--- src/rtl/sparc_alu_pkg.sv ---
`default_nettype none
// ============================================================================
// Module  : sparc_alu_pkg
// Purpose : Shared op3 encodings, FSM state type and icc bit indices for the
//           SPARC ALU issue sequencer.
// Revision: 1.0 - initial release
// ============================================================================
package sparc_alu_pkg;

  localparam logic [5:0] OP3_ADD     = 6'b000000;
  localparam logic [5:0] OP3_AND     = 6'b000001;
  localparam logic [5:0] OP3_OR      = 6'b000010;
  localparam logic [5:0] OP3_XOR     = 6'b000011;
  localparam logic [5:0] OP3_SUB     = 6'b000100;
  localparam logic [5:0] OP3_ANDN    = 6'b000101;
  localparam logic [5:0] OP3_ORN     = 6'b000110;
  localparam logic [5:0] OP3_XNOR    = 6'b000111;
  localparam logic [5:0] OP3_ADDX    = 6'b001000;
  localparam logic [5:0] OP3_SUBX    = 6'b001100;
  localparam logic [5:0] OP3_ADDCC   = 6'b010000;
  localparam logic [5:0] OP3_ANDCC   = 6'b010001;
  localparam logic [5:0] OP3_ORCC    = 6'b010010;
  localparam logic [5:0] OP3_XORCC   = 6'b010011;
  localparam logic [5:0] OP3_SUBCC   = 6'b010100;
  localparam logic [5:0] OP3_ANDNCC  = 6'b010101;
  localparam logic [5:0] OP3_ORNCC   = 6'b010110;
  localparam logic [5:0] OP3_XNORCC  = 6'b010111;
  localparam logic [5:0] OP3_ADDXCC  = 6'b011000;
  localparam logic [5:0] OP3_SUBXCC  = 6'b011100;
  localparam logic [5:0] OP3_SLL     = 6'b100101;
  localparam logic [5:0] OP3_SRL     = 6'b100110;
  localparam logic [5:0] OP3_SRA     = 6'b100111;

  localparam logic [5:0] ALU_OP_SETHI = 6'b101010;

  localparam int ICC_N = 3;
  localparam int ICC_Z = 2;
  localparam int ICC_V = 1;
  localparam int ICC_C = 0;

  typedef enum logic [2:0] {
    ST_IDLE = 3'd0,
    ST_READ = 3'd1,
    ST_EXEC = 3'd2,
    ST_CAPT = 3'd3,
    ST_WB   = 3'd4
  } seq_state_e;

  function automatic logic op3_is_legal(input logic [5:0] op3);
    case (op3)
      OP3_ADD, OP3_AND, OP3_OR, OP3_XOR, OP3_SUB, OP3_ANDN, OP3_ORN, OP3_XNOR,
      OP3_ADDX, OP3_SUBX,
      OP3_ADDCC, OP3_ANDCC, OP3_ORCC, OP3_XORCC, OP3_SUBCC, OP3_ANDNCC,
      OP3_ORNCC, OP3_XNORCC, OP3_ADDXCC, OP3_SUBXCC,
      OP3_SLL, OP3_SRL, OP3_SRA: return 1'b1;
      default:                   return 1'b0;
    endcase
  endfunction

endpackage
`default_nettype wire

--- src/rtl/alu_issue_seq_if.sv ---
`default_nettype none
// ============================================================================
// Module  : alu_issue_seq_if
// Purpose : Bundle of fetch handshake, register-file and ALU signals seen by
//           the issue sequencer (master) and its environment (slave).
// Revision: 1.0 - initial release
// ============================================================================
interface alu_issue_seq_if;
  logic [31:0] instr;
  logic        instr_valid;
  logic        instr_ready;
  logic [4:0]  rf_rs1_addr;
  logic [4:0]  rf_rs2_addr;
  logic [31:0] rf_rs1_data;
  logic [31:0] rf_rs2_data;
  logic        rf_we;
  logic [4:0]  rf_waddr;
  logic [31:0] rf_wdata;
  logic [5:0]  alu_opcode;
  logic [31:0] alu_a;
  logic [31:0] alu_b;
  logic        alu_carry;
  logic        alu_en;
  logic [31:0] alu_result;
  logic        alu_n;
  logic        alu_z;
  logic        alu_v;
  logic        alu_c;
  logic [3:0]  icc;
  logic        illegal_instr;

  modport master (
    input  instr, instr_valid, rf_rs1_data, rf_rs2_data,
           alu_result, alu_n, alu_z, alu_v, alu_c,
    output instr_ready, rf_rs1_addr, rf_rs2_addr, rf_we, rf_waddr, rf_wdata,
           alu_opcode, alu_a, alu_b, alu_carry, alu_en, icc, illegal_instr
  );

  modport slave (
    output instr, instr_valid, rf_rs1_data, rf_rs2_data,
           alu_result, alu_n, alu_z, alu_v, alu_c,
    input  instr_ready, rf_rs1_addr, rf_rs2_addr, rf_we, rf_waddr, rf_wdata,
           alu_opcode, alu_a, alu_b, alu_carry, alu_en, icc, illegal_instr
  );
endinterface
`default_nettype wire

--- src/rtl/sparc_fmt3_decode.sv ---
`default_nettype none
// ============================================================================
// Module  : sparc_fmt3_decode
// Purpose : Combinational decode of SPARC SETHI / format-3 ALU instructions.
// Revision: 1.0 - initial release
// ============================================================================
module sparc_fmt3_decode
  import sparc_alu_pkg::*;
(
  input  logic [31:0] i_instr,
  output logic [5:0]  o_alu_opcode,
  output logic        o_legal,
  output logic        o_use_imm,
  output logic [31:0] o_imm_ext,
  output logic [4:0]  o_rs1,
  output logic [4:0]  o_rs2,
  output logic [4:0]  o_rd,
  output logic        o_sets_icc,
  output logic        o_is_logic,
  output logic        o_is_sethi,
  output logic        o_is_shift
);

  logic       w_fmt3;
  logic       w_sethi;
  logic [5:0] w_op3;

  always_comb begin
    w_op3   = i_instr[24:19];
    w_fmt3  = (i_instr[31:30] == 2'b10);
    w_sethi = (i_instr[31:30] == 2'b00) && (i_instr[24:22] == 3'b100);

    o_rd         = i_instr[29:25];
    o_rs1        = i_instr[18:14];
    o_rs2        = i_instr[4:0];
    o_alu_opcode = w_op3;
    o_use_imm    = i_instr[13];
    o_imm_ext    = {{19{i_instr[12]}}, i_instr[12:0]};
    o_legal      = w_fmt3 && op3_is_legal(w_op3);
    o_sets_icc   = w_fmt3 && (w_op3[5:4] == 2'b01);
    // add/sub families all have op3[1:0] == 00; anything else in the cc set is logic
    o_is_logic   = (w_op3[1:0] != 2'b00);
    o_is_shift   = w_fmt3 && (w_op3[5:2] == 4'b1001);
    o_is_sethi   = w_sethi;

    if (w_sethi) begin
      o_alu_opcode = ALU_OP_SETHI;
      o_use_imm    = 1'b1;
      o_imm_ext    = {10'b0, i_instr[21:0]};
      o_legal      = 1'b1;
    end
  end

endmodule
`default_nettype wire

--- src/rtl/alu_issue_seq.sv ---
`default_nettype none
// ============================================================================
// Module  : alu_issue_seq
// Purpose : One-at-a-time issue sequencer: RF read, ALU strobe, capture,
//           writeback and icc maintenance for SPARC ALU instructions.
//           Optional: ALU_SEQ_SHIFT_MASK_EN masks shift counts to B[4:0].
// Revision: 1.0 - initial release
// ============================================================================
module alu_issue_seq
  import sparc_alu_pkg::*;
(
  input  logic            clk,
  input  logic            rst_n,
  alu_issue_seq_if.master io_seq
);

`ifdef ALU_SEQ_SHIFT_MASK_EN
  localparam logic SHIFT_MASK_EN = 1'b1;
`else
  localparam logic SHIFT_MASK_EN = 1'b0;
`endif

  seq_state_e  r_state;
  seq_state_e  w_state_nxt;

  logic [31:0] r_instr;
  logic [5:0]  r_alu_opcode;
  logic [31:0] r_alu_a;
  logic [31:0] r_alu_b;
  logic [31:0] r_result;
  logic [3:0]  r_flags;
  logic [3:0]  r_icc;
  logic [4:0]  r_waddr;
  logic        r_illegal;

  logic [31:0] w_dec_instr;
  logic [5:0]  w_opcode;
  logic        w_legal;
  logic        w_use_imm;
  logic [31:0] w_imm_ext;
  logic [4:0]  w_rs1;
  logic [4:0]  w_rs2;
  logic [4:0]  w_rd;
  logic        w_sets_icc;
  logic        w_is_logic;
  logic        w_is_sethi;
  logic        w_is_shift;

  logic        w_ready;
  logic        w_accept;
  logic        w_alu_en;
  logic        w_wb;
  logic [31:0] w_b_sel;
  logic [31:0] w_b_final;

  // In IDLE decode the incoming word so RF addresses are presented on the
  // handshake edge; afterwards decode the held copy.
  assign w_dec_instr = (r_state == ST_IDLE) ? io_seq.instr : r_instr;

  sparc_fmt3_decode u_decode (
    .i_instr      (w_dec_instr),
    .o_alu_opcode (w_opcode),
    .o_legal      (w_legal),
    .o_use_imm    (w_use_imm),
    .o_imm_ext    (w_imm_ext),
    .o_rs1        (w_rs1),
    .o_rs2        (w_rs2),
    .o_rd         (w_rd),
    .o_sets_icc   (w_sets_icc),
    .o_is_logic   (w_is_logic),
    .o_is_sethi   (w_is_sethi),
    .o_is_shift   (w_is_shift)
  );

  assign w_b_sel   = w_use_imm ? w_imm_ext : io_seq.rf_rs2_data;
  assign w_b_final = (SHIFT_MASK_EN && w_is_shift) ? {27'b0, w_b_sel[4:0]} : w_b_sel;

  always_ff @(posedge clk or negedge rst_n) begin
    if (!rst_n) begin
      r_state <= ST_IDLE;
    end else begin
      r_state <= w_state_nxt;
    end
  end

  always_comb begin
    w_state_nxt = r_state;
    w_ready     = 1'b0;
    w_accept    = 1'b0;
    w_alu_en    = 1'b0;
    w_wb        = 1'b0;
    case (r_state)
      ST_IDLE: begin
        w_ready = 1'b1;
        if (io_seq.instr_valid) begin
          w_accept = 1'b1;
          if (w_legal) begin
            w_state_nxt = ST_READ;
          end
        end
      end
      ST_READ: w_state_nxt = ST_EXEC;
      ST_EXEC: begin
        w_alu_en    = 1'b1;
        w_state_nxt = ST_CAPT;
      end
      ST_CAPT: w_state_nxt = ST_WB;
      ST_WB: begin
        w_wb        = 1'b1;
        w_state_nxt = ST_IDLE;
      end
      default: w_state_nxt = ST_IDLE;
    endcase
  end

  always_ff @(posedge clk or negedge rst_n) begin
    if (!rst_n) begin
      r_instr      <= '0;
      r_alu_opcode <= '0;
      r_alu_a      <= '0;
      r_alu_b      <= '0;
      r_result     <= '0;
      r_flags      <= '0;
      r_icc        <= '0;
      r_waddr      <= '0;
      r_illegal    <= 1'b0;
    end else begin
      r_illegal <= w_accept && !w_legal;
      if (w_accept && w_legal) begin
        r_instr <= io_seq.instr;
        r_waddr <= w_rd;
      end
      if (r_state == ST_READ) begin
        r_alu_opcode <= w_opcode;
        r_alu_a      <= w_is_sethi ? 32'h0 : io_seq.rf_rs1_data;
        r_alu_b      <= w_b_final;
      end
      if (r_state == ST_CAPT) begin
        r_result <= io_seq.alu_result;
        r_flags  <= {io_seq.alu_n, io_seq.alu_z, io_seq.alu_v, io_seq.alu_c};
      end
      // Logic ops define only N and Z; V and C are architecturally cleared.
      if (w_wb && w_sets_icc) begin
        r_icc <= w_is_logic ? {r_flags[ICC_N], r_flags[ICC_Z], 2'b00} : r_flags;
      end
    end
  end

  assign io_seq.instr_ready   = w_ready;
  assign io_seq.rf_rs1_addr   = w_rs1;
  assign io_seq.rf_rs2_addr   = w_rs2;
  assign io_seq.rf_we         = w_wb && (r_waddr != 5'd0);
  assign io_seq.rf_waddr      = r_waddr;
  assign io_seq.rf_wdata      = r_result;
  assign io_seq.alu_opcode    = r_alu_opcode;
  assign io_seq.alu_a         = r_alu_a;
  assign io_seq.alu_b         = r_alu_b;
  assign io_seq.alu_carry     = r_icc[ICC_C];
  assign io_seq.alu_en        = w_alu_en;
  assign io_seq.icc           = r_icc;
  assign io_seq.illegal_instr = r_illegal;

endmodule
`default_nettype wire
--- src/flat_wrapper.sv ---
// flat-port wrapper written by rule: the top's interface ports become plain ports
module alu_issue_seq_flat import sparc_alu_pkg::*;
  (clk, rst_n, io_seq_instr, io_seq_instr_valid, io_seq_rf_rs1_data, io_seq_rf_rs2_data, io_seq_alu_result, io_seq_alu_n, io_seq_alu_z, io_seq_alu_v, io_seq_alu_c, io_seq_instr_ready, io_seq_rf_rs1_addr, io_seq_rf_rs2_addr, io_seq_rf_we, io_seq_rf_waddr, io_seq_rf_wdata, io_seq_alu_opcode, io_seq_alu_a, io_seq_alu_b, io_seq_alu_carry, io_seq_alu_en, io_seq_icc, io_seq_illegal_instr);
  alu_issue_seq_if io_seq_i ();
  input  logic clk;
  input  logic rst_n;
  input wire logic [$bits(io_seq_i.instr)-1:0] io_seq_instr;
  input wire logic [$bits(io_seq_i.instr_valid)-1:0] io_seq_instr_valid;
  input wire logic [$bits(io_seq_i.rf_rs1_data)-1:0] io_seq_rf_rs1_data;
  input wire logic [$bits(io_seq_i.rf_rs2_data)-1:0] io_seq_rf_rs2_data;
  input wire logic [$bits(io_seq_i.alu_result)-1:0] io_seq_alu_result;
  input wire logic [$bits(io_seq_i.alu_n)-1:0] io_seq_alu_n;
  input wire logic [$bits(io_seq_i.alu_z)-1:0] io_seq_alu_z;
  input wire logic [$bits(io_seq_i.alu_v)-1:0] io_seq_alu_v;
  input wire logic [$bits(io_seq_i.alu_c)-1:0] io_seq_alu_c;
  output wire logic [$bits(io_seq_i.instr_ready)-1:0] io_seq_instr_ready;
  output wire logic [$bits(io_seq_i.rf_rs1_addr)-1:0] io_seq_rf_rs1_addr;
  output wire logic [$bits(io_seq_i.rf_rs2_addr)-1:0] io_seq_rf_rs2_addr;
  output wire logic [$bits(io_seq_i.rf_we)-1:0] io_seq_rf_we;
  output wire logic [$bits(io_seq_i.rf_waddr)-1:0] io_seq_rf_waddr;
  output wire logic [$bits(io_seq_i.rf_wdata)-1:0] io_seq_rf_wdata;
  output wire logic [$bits(io_seq_i.alu_opcode)-1:0] io_seq_alu_opcode;
  output wire logic [$bits(io_seq_i.alu_a)-1:0] io_seq_alu_a;
  output wire logic [$bits(io_seq_i.alu_b)-1:0] io_seq_alu_b;
  output wire logic [$bits(io_seq_i.alu_carry)-1:0] io_seq_alu_carry;
  output wire logic [$bits(io_seq_i.alu_en)-1:0] io_seq_alu_en;
  output wire logic [$bits(io_seq_i.icc)-1:0] io_seq_icc;
  output wire logic [$bits(io_seq_i.illegal_instr)-1:0] io_seq_illegal_instr;
  assign io_seq_i.instr = io_seq_instr;
  assign io_seq_i.instr_valid = io_seq_instr_valid;
  assign io_seq_i.rf_rs1_data = io_seq_rf_rs1_data;
  assign io_seq_i.rf_rs2_data = io_seq_rf_rs2_data;
  assign io_seq_i.alu_result = io_seq_alu_result;
  assign io_seq_i.alu_n = io_seq_alu_n;
  assign io_seq_i.alu_z = io_seq_alu_z;
  assign io_seq_i.alu_v = io_seq_alu_v;
  assign io_seq_i.alu_c = io_seq_alu_c;
  assign io_seq_instr_ready = io_seq_i.instr_ready;
  assign io_seq_rf_rs1_addr = io_seq_i.rf_rs1_addr;
  assign io_seq_rf_rs2_addr = io_seq_i.rf_rs2_addr;
  assign io_seq_rf_we = io_seq_i.rf_we;
  assign io_seq_rf_waddr = io_seq_i.rf_waddr;
  assign io_seq_rf_wdata = io_seq_i.rf_wdata;
  assign io_seq_alu_opcode = io_seq_i.alu_opcode;
  assign io_seq_alu_a = io_seq_i.alu_a;
  assign io_seq_alu_b = io_seq_i.alu_b;
  assign io_seq_alu_carry = io_seq_i.alu_carry;
  assign io_seq_alu_en = io_seq_i.alu_en;
  assign io_seq_icc = io_seq_i.icc;
  assign io_seq_illegal_instr = io_seq_i.illegal_instr;
  alu_issue_seq u_core (.clk(clk), .rst_n(rst_n), .io_seq(io_seq_i));
endmodule
--- config.mk ---
export PLATFORM = sky130hd
export DESIGN_NAME = alu_issue_seq_flat
export DESIGN_NICKNAME = d
export VERILOG_FILES = /design/src/rtl/sparc_alu_pkg.sv /design/src/rtl/alu_issue_seq_if.sv /design/src/rtl/sparc_fmt3_decode.sv /design/src/rtl/alu_issue_seq.sv /design/src/flat_wrapper.sv
export SDC_FILE = /design/constraint.sdc
export NUM_CORES = 1
export LEC_CHECK = 0
export BUFFER_PORTS_ARGS = -buffer_cell sky130_fd_sc_hd__buf_2
export CAP_MARGIN = 20
export CELL_PAD_IN_SITES_DETAIL_PLACEMENT = 0
export CELL_PAD_IN_SITES_GLOBAL_PLACEMENT = 2
export CORE_MARGIN = 2
export CORE_UTILIZATION = 25
export CTS_CLUSTER_DIAMETER = 80
export CTS_CLUSTER_SIZE = 30
export DETAILED_ROUTE_END_ITERATION = 8
export PLACE_DENSITY = 0.83
export SLEW_MARGIN = 20
export SYNTH_ARGS = -nofsm -noshare
export SYNTH_HDL_FRONTEND = slang
export SYNTH_SLANG_ARGS = --single-unit
--- constraint.sdc ---
create_clock -name clk -period 1.9 [get_ports clk]
set_clock_uncertainty 0.1 [all_clocks]
set_input_delay 0.095 -clock clk [delete_from_list [all_inputs] [get_ports clk]]
set_output_delay 0.095 -clock clk [all_outputs]
set_load 0.05 [all_outputs]
==> reports/qor.csv <==
stage;metric;value;unit
yosys;synthesized flop and latch total;146;
floorplanning;die width;162;µm
worst_setup_path;WP data required;1.70;ns
sta;Tcrit/Tclk final;1.05;
floorplanning;initial core utilization;0.255;
floorplanning;core box area;24400;µm²
worst_setup_path;crit start category;flip-flop;
power_and_ir_drop;Lkg Pwr;5.17;nW
worst_setup_path;critical path class;flip-flop to output port;
worst_setup_path;critical path's slowest cell;dfrtp_1;
clock_network;clk buf depth;2;
route;final wirelength;21400;µm
place;Detailed Place HPWL;14000;µm
route;top layer reached by signal wires;met5;
global_routing;first-pass GRT wire length;32400;µm
route;vias;5975;
global_routing;Tot GR Track Use;0.157;
power_and_ir_drop;Seq pwr share;0.268;
worst_setup_path;max incr delay on CP;0.41;ns
final_layout;Finished Layout Cells;1370;
global_routing;total grt overflow;0;
sta;Slew Limit Fails;0;
clock_network;CTS clk-pin slew, worst paths;0.07;ns
route;post-DR wirelength/cell;15.6;µm
yosys;synthesized cell area;6210;µm²
route;drt pass-1 iters;4;
place;DP Worst Slack;0.0427;ns
yosys;Yosys top cell by area;dfrtp_1;
yosys;post-synthesis cell type count;39;
place;number of instances in the placed design;1184;
place;routability cong.;0.766;
sta;Fmax achieved;501;MHz
sta;count of final setup violators;29;
floorplanning;die area;26100;µm²
yosys;cells taking the most area after synthesis;dfrtp_1 (59%), nand2_1 (13%), mux2_1 (4.4%), o21ai_0 (3.5%), mux2_2 (3.3%);
power_and_ir_drop;worst vdd ir;0.968;mV
yosys;Avg Cell Area, Syn;10.0;µm²
floorplanning;Ports;261;
route;Via density;4.36;
sta;final setup margin;-0.0977;ns
sta;final hold violations;0;
power_and_ir_drop;clock share of power;0.159;
clock_network;Num CTS Buffers;17;
clock_network;H-tree levels;4;
worst_setup_path;WP buf/inv;3;
power_and_ir_drop;net switching share of the total power;0.495;
clock_network;clock sinks;146;
final_layout;Layout Nets;1166;
final_layout;fill cell total of the finished layout;2378;
final_layout;share of layout cells above drive strength 1;0.384;
final_layout;area grow syn2layout;68.7;%
clock_network;Clk Latency, worst-skew pair;0.42;ns
yosys;share of the synthesized area in the top cell type;0.588;
clock_network;TritonCTS clock tree;built;
yosys;Async S/R FF share, synth;1.00;
route;met2 wire len;10100;µm
worst_setup_path;most used cell, CP;buf_12;
clock_network;clk root buf;clkbuf_16;
yosys;top_reg_cell synth;dfrtp_1;
sta;sum of negative setup slack;-1.31;ns
route;Post-DRT Antenna Nets;0;
route;M1 WL;9490;µm
worst_setup_path;Critical Path End Type;output port;
yosys;count leader, synth;nand2_1;
yosys;YS warnings;0;
sta;max_slew headroom;0.684;
power_and_ir_drop;Pwr per Cell Area;1970;nW/µm²
yosys;Post-Syn Instances;620;
route;initial DRC count;300;
job;maxcap violations;0;
power_and_ir_drop;Int Power;10.4;mW
worst_setup_path;Largest delay share family, worst path;buffers and inverters;
floorplanning;die height;162;µm
yosys;commonest cells in the netlist;nand2_1 (223), dfrtp_1 (146), o21ai_0 (44);
sta;Slew @ Worst Pin;0.471;ns
sta;fin crit period;2.00;ns
worst_setup_path;cells along the critical path;nor3_4 -> buf_12 -> buf_12 -> mux2_4 -> buf_6;
global_routing;initial antenna violation count;4;
route;met3 routed WL;1450;µm
place;port buffer count;260;
hold_path;Hold Crit Class;primary input to asynchronous set/reset pin;
floorplanning;floorplan row count;57;
power_and_ir_drop;net switching power;10.2;mW
sta;RSZ-0062 raised after global routing;true;
yosys;Syn Nets;755;
outcome;failing checks;negative setup slack;
global_routing;largest net degree at the start of global routing;52;
power_and_ir_drop;post-layout power;20.6;mW
yosys;register area share after synthesis;0.588;
worst_setup_path;Worst Path Arrival;1.80;ns
worst_setup_path;crit path max fanout;7;
route;DRC;0;
yosys;EDFF count, synth;0;
outcome;status;finished with violations;
power_and_ir_drop;Comb pwr share;0.573;
global_routing;number of global-route vias before repair;6076;
==> registers in the layout, summed over array words and instances (netlist names) <==
name	cells
u_core.io_seq.alu_a	32
u_core.io_seq.alu_b	32
u_core.io_seq.rf_wdata	32
u_core.r_instr	27
u_core.io_seq.alu_opcode	6
u_core.io_seq.rf_waddr	5
u_core.io_seq.icc	4
u_core.r_flags	4
u_core.r_state	3
u_core.io_seq.illegal_instr	1
==> cells in the final DEF (no fill, tap or decap), types with 5 or more instances in the layout <==
cell,instances
mux2_4,32
o21ai_0,42
buf_2,247
buf_6,12
dfrtp_1,144
buf_8,6
buf_4,23
buf_12,12
dlygate4sd3_1,134
o211ai_1,8
or4bb_1,8
nor3_1,9
clkbuf_16,21
nor2_1,28
mux2_2,8
nand2_1,221
o21ai_1,12
mux2i_1,5
a21oi_1,5
nand3_1,9
==> layer usage <==
metal,up-vias,global-route usage
met3,23,0.0488
met1,2857,0.199
met5,-,0
li1,2866,-
met4,2,0.0438
met2,227,0.261
==> worst reg2reg max path, delay by kind of cell, from the launching register on <==
| kind | cells | cell delay [ns] |
|---|---|---|
| buf+inv | 4 | 0.52 |
| simple gates | 3 | 0.46 |
| flops | 1 | 0.41 |
| mux | 1 | 0.33 |
==> cells by family after synthesis <==
family / after synthesis / synth area share
XOR/XNOR: 1 / 0.00141
AND/OR/NAND/NOR: 292 / 0.198
flip-flops: 146 / 0.588
AO/OA/AOI/OAI: 82 / 0.0774
buffers and inverters: 50 / 0.0463
multiplexers: 49 / 0.0882
==> power by group through the flow <==
stage          logic (mW)  clock network, mW  registers (mW)
6_report             11.8               3.28            5.53
4_1_cts              11.3               3.39            5.50
5_1_grt              12.5               3.53            5.71
3_5_place_dp         10.4                  0            5.54
2_1_floorplan        3.78                  0            9.36
3_3_place_gp         10.3                  0            5.49
==> cell type report <==
type,count,area [µm²],area share
flip-flops and latches,146,3660,0.349
repair buffers,440,3350,0.320
multi-input cells,424,2480,0.237
clock buffers,18,429,0.0410
well taps,324,405,0.0387
clock inverters,13,138,0.0131
inverters,2,7.51,0.000717
diodes,3,7.51,0.000717
==> stage by stage <==
step	cell area [µm²]	utilization	hold WS (ns)
6_report	10500	0.430	0.0870
5_1_grt	10500	0.430	0.103
4_1_cts	10100	0.416	0.0767
3_5_place_dp	8000	0.328	-0.0351
3_3_place_gp	8000	0.328	-0.0431
2_1_floorplan	6220	-	-0.301
==> what timing repair did <==
item / CTS / global route
buffers inserted: 7 / 5
hold endpoints to repair: 279 / 0
hold buffers: 134 / 0
pin swaps: 1 / 5
gates resized for setup: 40 / 48
setup endpoints to repair: 10 / 60
gates cloned: 1 / 5
==> final timing paths <==
| path | start | end | cells past startpoint | slack (ns) |
|---|---|---|---|---|
| max in group asynchronous | rst_n | u_core.io_seq.alu_a[9] | 3 | 0.96 |
| max reg2reg | u_core.r_state[2] | u_core.io_seq.rf_waddr[0] | 8 | -0.04 |
| min in group clk | io_seq_instr[30] | u_core.r_instr[31] | 6 | 0.14 |
| max | u_core.r_state[2] | io_seq_rf_rs2_addr[4] | 5 | -0.1 |
| min | rst_n | u_core.io_seq.alu_a[15] | 2 | 0.09 |
| min reg2reg | u_core.io_seq.rf_wdata[19] | u_core.io_seq.rf_wdata[19] | 2 | 0.37 |
No activity file was read; power rests on OpenSTA's default activity.
